===== config.mk =====
export PLATFORM = sky130hd
export DESIGN_NAME = cache_refill_engine
export DESIGN_NICKNAME = d
export VERILOG_FILES = /design/src/rtl/cache_refill_engine.sv
export SDC_FILE = /design/constraint.sdc
export NUM_CORES = 2
export LEC_CHECK = 0
export CORE_AREA = 4 4 381 383
export DETAILED_ROUTE_END_ITERATION = 16
export DIE_AREA = 0 0 385 387
export SETUP_SLACK_MARGIN = 0.3
export SLEW_MARGIN = 20
export SYNTH_ARGS = -nofsm -noshare
export SYNTH_HDL_FRONTEND = slang
export SYNTH_SLANG_ARGS = --single-unit

===== constraint.sdc =====
create_clock -name clk -period 2.68 [get_ports clk]
set_input_delay 0.804 -clock clk [delete_from_list [all_inputs] [get_ports clk]]
set_output_delay 0.804 -clock clk [all_outputs]
set_load 0.02 [all_outputs]

===== src/rtl/cache_refill_engine.sv =====
// cache_refill_engine
//   Miss-handling engine between a cache bank array and a wide memory port.
//   A missed line is refilled in BEATS = LINE_BITS/MEM_WIDTH beats. A victim
//   line held by the write buffer is drained in the same beat size. WB_FIRST
//   selects whether the victim is drained before or after the refill. With no
//   miss pending, a waiting victim is drained on its own.
//
// Ports
//   clk, rst                       clock (rising edge), synchronous active-high reset
//   miss_valid/ready/addr/set      miss request from the bank (any byte offset)
//   refill_wen/addr/set/data       one-cycle beat write strobe into the bank
//   refill_done                    one-cycle pulse with the last refill beat
//   busy                           engine is not idle
//   wb_valid/addr/data             victim line from the write buffer
//   wb_done                        one-cycle pulse once the victim is written
//   mem_ren/raddr/rdata/rvalid     memory read channel
//   mem_wen/waddr/wdata/wmask/wvalid  memory write channel
//
// Handshake: miss_valid is taken on a rising edge where miss_ready=1.
// mem_ren/mem_wen are requests: address (and write data) stay stable while the
// request is high, and a beat completes on a rising edge where the matching
// mem_rvalid/mem_wvalid is 1. A valid on the channel that is not requesting
// is ignored.
module cache_refill_engine #(
  parameter int ADDR_WIDTH = 64,
  parameter int DATA_WIDTH = 64,
  parameter int BANK_NUM   = 4,
  parameter int MEM_WIDTH  = 128,
  parameter int WB_FIRST   = 0
) (
  input  logic                            clk,
  input  logic                            rst,
  input  logic                            miss_valid,
  output logic                            miss_ready,
  input  logic [ADDR_WIDTH-1:0]           miss_addr,
  input  logic                            miss_set,
  output logic                            refill_wen,
  output logic [ADDR_WIDTH-1:0]           refill_addr,
  output logic                            refill_set,
  output logic [MEM_WIDTH-1:0]            refill_data,
  output logic                            refill_done,
  output logic                            busy,
  input  logic                            wb_valid,
  input  logic [ADDR_WIDTH-1:0]           wb_addr,
  input  logic [BANK_NUM*DATA_WIDTH-1:0]  wb_data,
  output logic                            wb_done,
  output logic                            mem_ren,
  output logic [ADDR_WIDTH-1:0]           mem_raddr,
  input  logic [MEM_WIDTH-1:0]            mem_rdata,
  input  logic                            mem_rvalid,
  output logic                            mem_wen,
  output logic [ADDR_WIDTH-1:0]           mem_waddr,
  output logic [MEM_WIDTH-1:0]            mem_wdata,
  output logic [MEM_WIDTH/8-1:0]          mem_wmask,
  input  logic                            mem_wvalid
);

  localparam int LINE_BITS  = BANK_NUM * DATA_WIDTH;
  localparam int BEATS      = LINE_BITS / MEM_WIDTH;
  localparam int LINE_BYTES = LINE_BITS / 8;
  localparam int BEAT_BYTES = MEM_WIDTH / 8;
  // A single-beat line still gets a 1-bit counter; it is never incremented.
  localparam int CNT_W      = (BEATS > 1) ? $clog2(BEATS) : 1;

  localparam logic [CNT_W-1:0]      LAST_BEAT = CNT_W'(BEATS - 1);
  localparam logic [ADDR_WIDTH-1:0] BEAT_INC  = ADDR_WIDTH'(BEAT_BYTES);
  localparam logic [ADDR_WIDTH-1:0] BASE_MASK = ~ADDR_WIDTH'(LINE_BYTES - 1);

  typedef enum logic [1:0] {IDLE, RD, WB, DONE} state_t;

  state_t                 state;
  logic [CNT_W-1:0]       beat;
  logic [CNT_W-1:0]       next_beat;
  logic [ADDR_WIDTH-1:0]  base;
  logic                   set_q;
  logic                   miss_pending;  // miss accepted, line not yet refilled
  logic [LINE_BITS-1:0]   wb_line;

  assign next_beat = beat + CNT_W'(1);
  assign busy      = (state != IDLE);
  assign mem_wmask = '1;

  // RD and WB both open with a launch cycle (request low) that sets up the
  // first beat. This keeps a done pulse of one phase strictly ahead of the
  // first request of the next phase.
  always_ff @(posedge clk) begin
    if (rst) begin
      state        <= IDLE;
      beat         <= '0;
      base         <= '0;
      set_q        <= 1'b0;
      miss_pending <= 1'b0;
      wb_line      <= '0;
      miss_ready   <= 1'b1;
      refill_wen   <= 1'b0;
      refill_addr  <= '0;
      refill_set   <= 1'b0;
      refill_data  <= '0;
      refill_done  <= 1'b0;
      wb_done      <= 1'b0;
      mem_ren      <= 1'b0;
      mem_raddr    <= '0;
      mem_wen      <= 1'b0;
      mem_waddr    <= '0;
      mem_wdata    <= '0;
    end else begin
      refill_wen  <= 1'b0;
      refill_done <= 1'b0;
      wb_done     <= 1'b0;
      case (state)
        IDLE: begin
          if (miss_valid) begin
            base         <= miss_addr & BASE_MASK;
            set_q        <= miss_set;
            miss_pending <= 1'b1;
            miss_ready   <= 1'b0;
            state        <= ((WB_FIRST != 0) && wb_valid) ? WB : RD;
          end else if (wb_valid) begin
            miss_ready <= 1'b0;
            state      <= WB;
          end
        end
        RD: begin
          if (!mem_ren) begin
            mem_ren   <= 1'b1;
            mem_raddr <= base;
            beat      <= '0;
          end else if (mem_rvalid) begin
            refill_wen  <= 1'b1;
            refill_addr <= mem_raddr;
            refill_data <= mem_rdata;
            refill_set  <= set_q;
            if (beat == LAST_BEAT) begin
              mem_ren      <= 1'b0;
              refill_done  <= 1'b1;
              beat         <= '0;
              miss_pending <= 1'b0;
              state        <= ((WB_FIRST == 0) && wb_valid) ? WB : DONE;
            end else begin
              beat      <= next_beat;
              mem_raddr <= mem_raddr + BEAT_INC;
            end
          end
        end
        WB: begin
          if (!mem_wen) begin
            mem_wen   <= 1'b1;
            mem_waddr <= wb_addr;
            wb_line   <= wb_data;
            mem_wdata <= wb_data[MEM_WIDTH-1:0];
            beat      <= '0;
          end else if (mem_wvalid) begin
            if (beat == LAST_BEAT) begin
              mem_wen <= 1'b0;
              wb_done <= 1'b1;
              beat    <= '0;
              state   <= miss_pending ? RD : DONE;
            end else begin
              beat      <= next_beat;
              mem_waddr <= mem_waddr + BEAT_INC;
              mem_wdata <= wb_line[int'(next_beat)*MEM_WIDTH +: MEM_WIDTH];
            end
          end
        end
        DONE: begin
          miss_ready <= 1'b1;
          state      <= IDLE;
        end
        default: begin
          miss_ready <= 1'b1;
          state      <= IDLE;
        end
      endcase
    end
  end

endmodule

=== After elaboration in Yosys (flattened, before gate mapping) ===
Index checks and enable logic that the tools add are counted.

* Flip-flop bits (word level): 775
* Latch bits: 0
* RAM bits: 0
* ROM bits: 0
* Input port bits: 519
* Output and inout port bits: 472
* Logic and storage cells: 103
* Memories: 0

* Add/subtract/negate cells: 3
* Multiply operators: 0
* Divide/modulo/power cells: 0
* Order comparisons: 0
* Equal/unequal tests: 17
* Shifts and indexed selects: 1
* Muxes and demuxes: 41
* Bitwise operators: 6
* Reductions and logical operators: 17

{| class="wikitable"
|+ Operators with widths
! operator !! number
|-
| 128-bit two-way mux || 3
|-
| 64-bit two-way mux || 6
|-
| 256-bit by 9-bit variable part select with 128-bit output || 1
|-
| 64-bit by 5-bit adder with 64-bit output (second input constant) || 2
|-
| 1-bit two-way mux || 19
|-
| 2-bit two-way mux || 9
|-
| 2-bit != test (second input constant) || 9
|-
| 3-bit AND reduction || 4
|-
| 3-bit != test (second input constant) || 3
|-
| 2-bit case mux with 4 select lines || 1
|-
| 2-bit nonzero test || 4
|-
| 4-bit OR reduction || 2
|-
| 7-bit AND reduction || 1
|-
| 1-bit inverter || 6
|-
| 1-bit case mux with 2 select lines || 3
|-
| 2-bit AND reduction || 3
|-
| 5-bit AND reduction || 1
|-
| 2-bit == test (second input constant) || 2
|-
| 2-bit by 1-bit != test with 1-bit output (second input constant) || 2
|-
| 3-bit OR reduction || 1
|-
| 2-bit by 1-bit == test with 1-bit output (second input constant) || 1
|-
| 2-bit logical NOT || 1
|-
| 1-bit adder (second input constant) || 1
|}

=== Depth between registers and ports, before layout ===
* Word-level depth: 5
* Gate-level depth with buffers: 9
* Gate-level depth less buffers: 6

=== Worst setup path before layout ===
OpenSTA, ideal clock, no wires.

* Kind: reg2reg
* From: register mem_raddr[4]
* To: register mem_raddr[56]
* Arrival time: 2,512 ps
* Data required time: 2,594 ps
* Setup slack: 82 ps
* Cell stages (with the launch flop): 8
* Buffers on the path: 1
* Clock period less this slack: 2,598 ps
* Cell sequence: dfxtp_1 ha_1 nand3_1 or4_1 clkbuf_1 or3_1 or3_1 a211oi_1

* Longest elaborated chain between the ends: 4

{| class="wikitable"
|+ Ends and longest elaborated chain
! what !! line !! source
|-
| start, declared || 48 || <nowiki>output logic [ADDR_WIDTH-1:0] mem_raddr,</nowiki>
|-
| start signal, assigned || 126 || <nowiki>mem_raddr <= base;</nowiki>
|-
| start signal, assigned || 141 || <nowiki>mem_raddr <= mem_raddr + BEAT_INC;</nowiki>
|-
| 64-bit by 5-bit adder with 64-bit output || 141 ||
|-
| 64-bit two-way mux || 133 || <nowiki>if (beat == LAST_BEAT) begin</nowiki>
|-
| 64-bit two-way mux || 128 || <nowiki>end else if (mem_rvalid) begin</nowiki>
|-
| 64-bit two-way mux || 124 || <nowiki>if (!mem_ren) begin</nowiki>
|}

Every way passes these cells. The select of a mux whose other input is x is not followed.
A chain may end at the register's enable or synchronous reset.

=== Final worst setup path ===
* From: register mem_waddr[46]
* To: output mem_waddr[46]

{| class="wikitable"
|+ RTL lines
! what !! line !! source
|-
| start, declared || 52 || <nowiki>output logic [ADDR_WIDTH-1:0] mem_waddr,</nowiki>
|-
| start signal, assigned || 148 || <nowiki>mem_waddr <= wb_addr;</nowiki>
|-
| start signal, assigned || 160 || <nowiki>mem_waddr <= mem_waddr + BEAT_INC;</nowiki>
|}

No word-level cell between the ends.

==> metrics.txt <==
CP Capture Type output pin; crit start category flop; Routability Congestion 0.9593; Hold Crit Class primary input to flop; clock slew at reported path FFs 0.06 ns; total CTS buffers 88; number of global-route vias before repair 33,550; leakage power 18.02 nW; Std-Cell Core Area 0.1414 sq mm; CP required 1.88 ns; max-slew violation count 0; Skew-Pair Late Insertion Delay 0.69 ns; post-DR vias/cell 4.899; # rows 138; die width 385 um; Max rail drop VDD 0.4541 mV; largest buffer count on any clock path 3; CP max stage delay 0.46 ns; first-pass GRT wire length 221.1 mm; antenna violations before repair 27; pre-CTS setup slack -0.1391 ns; crit-path leading delay family flip-flops; highest-delay cell along the critical path dfxtp_2; GRT Overall Usage 0.1937; sequential share of the synthesized area 0.4625; CTS sink cnt 767; multi-input logic area 0.01643 sq mm; Distinct cells, synth 74; biggest area consumer among synthesized cells dfxtp_1; # IOs 991; min Tclk post-route 2.356 ns; wire length per cell 21.17 um; IO Port Bufs 961; Max-Cap Viols 0; final hold viol count 0; DRC violations left 0; Worst Path Arrival 1.55 ns; Final Cycle Share 0.8790; max frequency 0.4245 GHz; root buf cell clkbuf_16; Starting Density 0.2348; Via Count 35,400; HPWL after DPL 113.7 mm; Final setup violation count 0; worst setup margin 0.3243 ns; CTS H-tree depth 3; Final nets 5,775; clock skew 0.04471 ns; CTS tree built; share of flip-flops with an asynchronous set or reset 0; EDFF count, synth 0; crit-path cells clkdlybuf4s15_2; Crit Path Category flop to output pin; Yosys top cell area share 0.4625; status finished clean; GR Overflow Total 0; largest net degree at the start of global routing 175; drt total wl 152.9 mm; Seq cells post-synth 767; Antenna Nets Post-Route 0; synthesized instance count 4,327; share of layout cells above drive strength 1 0.1166; first-pass iteration count of the detailed router 6; Synth Area per Inst 7.672 sq um; RSZ-0062 raised after global routing true; Worst slew margin 0.2772; Buf/Inv on CP 1; 1st-iter DRT viols 2,879; Area Overhead vs Synth 47.71%; Synth warnings 0; Die Area 0.1490 sq mm; Die H 387 um; final setup TNS 0 ns; CP Max Fanout 8; Synth Flop Type dfxtp_1; Worst Tran Pin Value 1.084 ns; synthesized area 0.03320 sq mm; Reg area 0.01551 sq mm; pwr dens 692.3 mW/mm^2; fillcell total 14,820; Area contributors post-synth dfxtp_1 46%, nand2_1 16%, a21oi_1 11%, mux2i_1 4.6%, clkbuf_1 3.7%
## logic make-up (layout without fill, tap and decap cells)
logic type	Yosys count	count (layout)	share of synthesized area
simple gates	1857	1857	0.2399
compound gates	1134	1134	0.1995
flops	767	767	0.4625
buf+inv	409	1384	0.04994
mux	156	156	0.04719
fa+ha+maj	2	2	0.0007537
other cells	2	35	0.0002262
## through the flow
stage                       util  hold slack [ns]  cell area [sq um]  std cells  total power [mW]
after floorplan                -           0.4321              33380       4349             17.17
after global placement    0.3255           0.4410              46030       7044             21.13
after detailed placement  0.3255           0.4458              46030       7044             21.21
after CTS                 0.3457           0.3332              48880       7205             34.29
after global routing      0.3466           0.3598              49020       7219             35.44
final                     0.3468           0.4281              49040       7225             33.95
## cell type report
class / instances / area share
clock buffers: 117 / 0.05129
inverters: 25 / 0.001914
multi-input cells: 3173 / 0.3351
repair buffers: 1199 / 0.2323
well taps: 1890 / 0.04823
flip-flops and latches: 767 / 0.3163
clock inverters: 43 / 0.01429
diodes: 11 / 0.0005614
## final timing paths
check | cells after the start | to | slack (ns) | from
setup / recovery | 1 | mem_waddr[46] | 0.32 | mem_waddr[46]
hold / removal | 2 | mem_waddr[43] | 0.43 | rst
setup reg to reg | 5 | mem_waddr[59] | 0.36 | mem_waddr[14]
hold reg to reg | 2 | refill_data[24] | 0.45 | refill_data[24]
## cells in the mapped netlist, types with 8 or more instances
library cell	instances
nand4_1	62
o22ai_1	14
o21ai_0	57
inv_1	24
buf_1	22
mux2i_1	152
a31oi_1	23
nand2b_1	11
o32ai_1	15
and3_1	36
clkbuf_1	328
nor2b_1	11
a21oi_1	731
and4_1	18
o21a_1	8
or3_1	20
dfxtp_1	767
or4_1	23
and2_1	19
nand2_1	1398
a22oi_1	54
nor3_1	60
nand3_1	68
buf_4	28
or2_2	8
o221ai_1	10
o211ai_1	146
nor2_1	58
nor4_1	38
## routing by layer
metal / track usage / wire [um] / vias to the layer above
met5: 0 / 142 / -
met4: 0.08336 / 6888 / 20
met3: 0.05925 / 14500 / 315
met2: 0.3158 / 70920 / 1476
met1: 0.2351 / 60500 / 16770
li1: - / - / 16820
## registers in the layout (all words and copies together) (netlist names), 2 cells and up
register     count
mem_raddr       60
refill_addr     60
base            59
refill_data    128
mem_waddr       64
mem_wdata      128
wb_line        256
state            2
## power breakdown
group          internal, mW  switching (mW)
registers              12.4           0.779
logic                  2.95            4.61
clock network          7.85            5.36
## cells in the final DEF (no fill, tap or decap), drive strengths merged, types with 23 or more instances in the layout
master         netlist  final
a21oi              731    731
a22oi               54     54
a31oi               23     23
and3                36     36
buf                 53    277
clkbuf             330    127
clkdlybuf4s15        0     78
clkdlybuf4s50        0    512
clkinv               1     27
conb                 2     24
dfxtp              767    767
dlygate4sd2          0    304
inv                 24     26
mux2i              152    152
nand2             1398   1398
nand3               68     68
nand4               63     63
nor2                58     58
nor3                60     60
nor4                40     40
o211ai             146    146
o21ai               57     57
or4                 24     24
## timing repair
action	4_1_cts	5_1_grt
endpoints found under the setup margin	453	67
hold buffers	0	0
gates resized for setup	763	73
pin swaps	0	7
buffers inserted	1	9
Power figures use the tool's default switching activity.
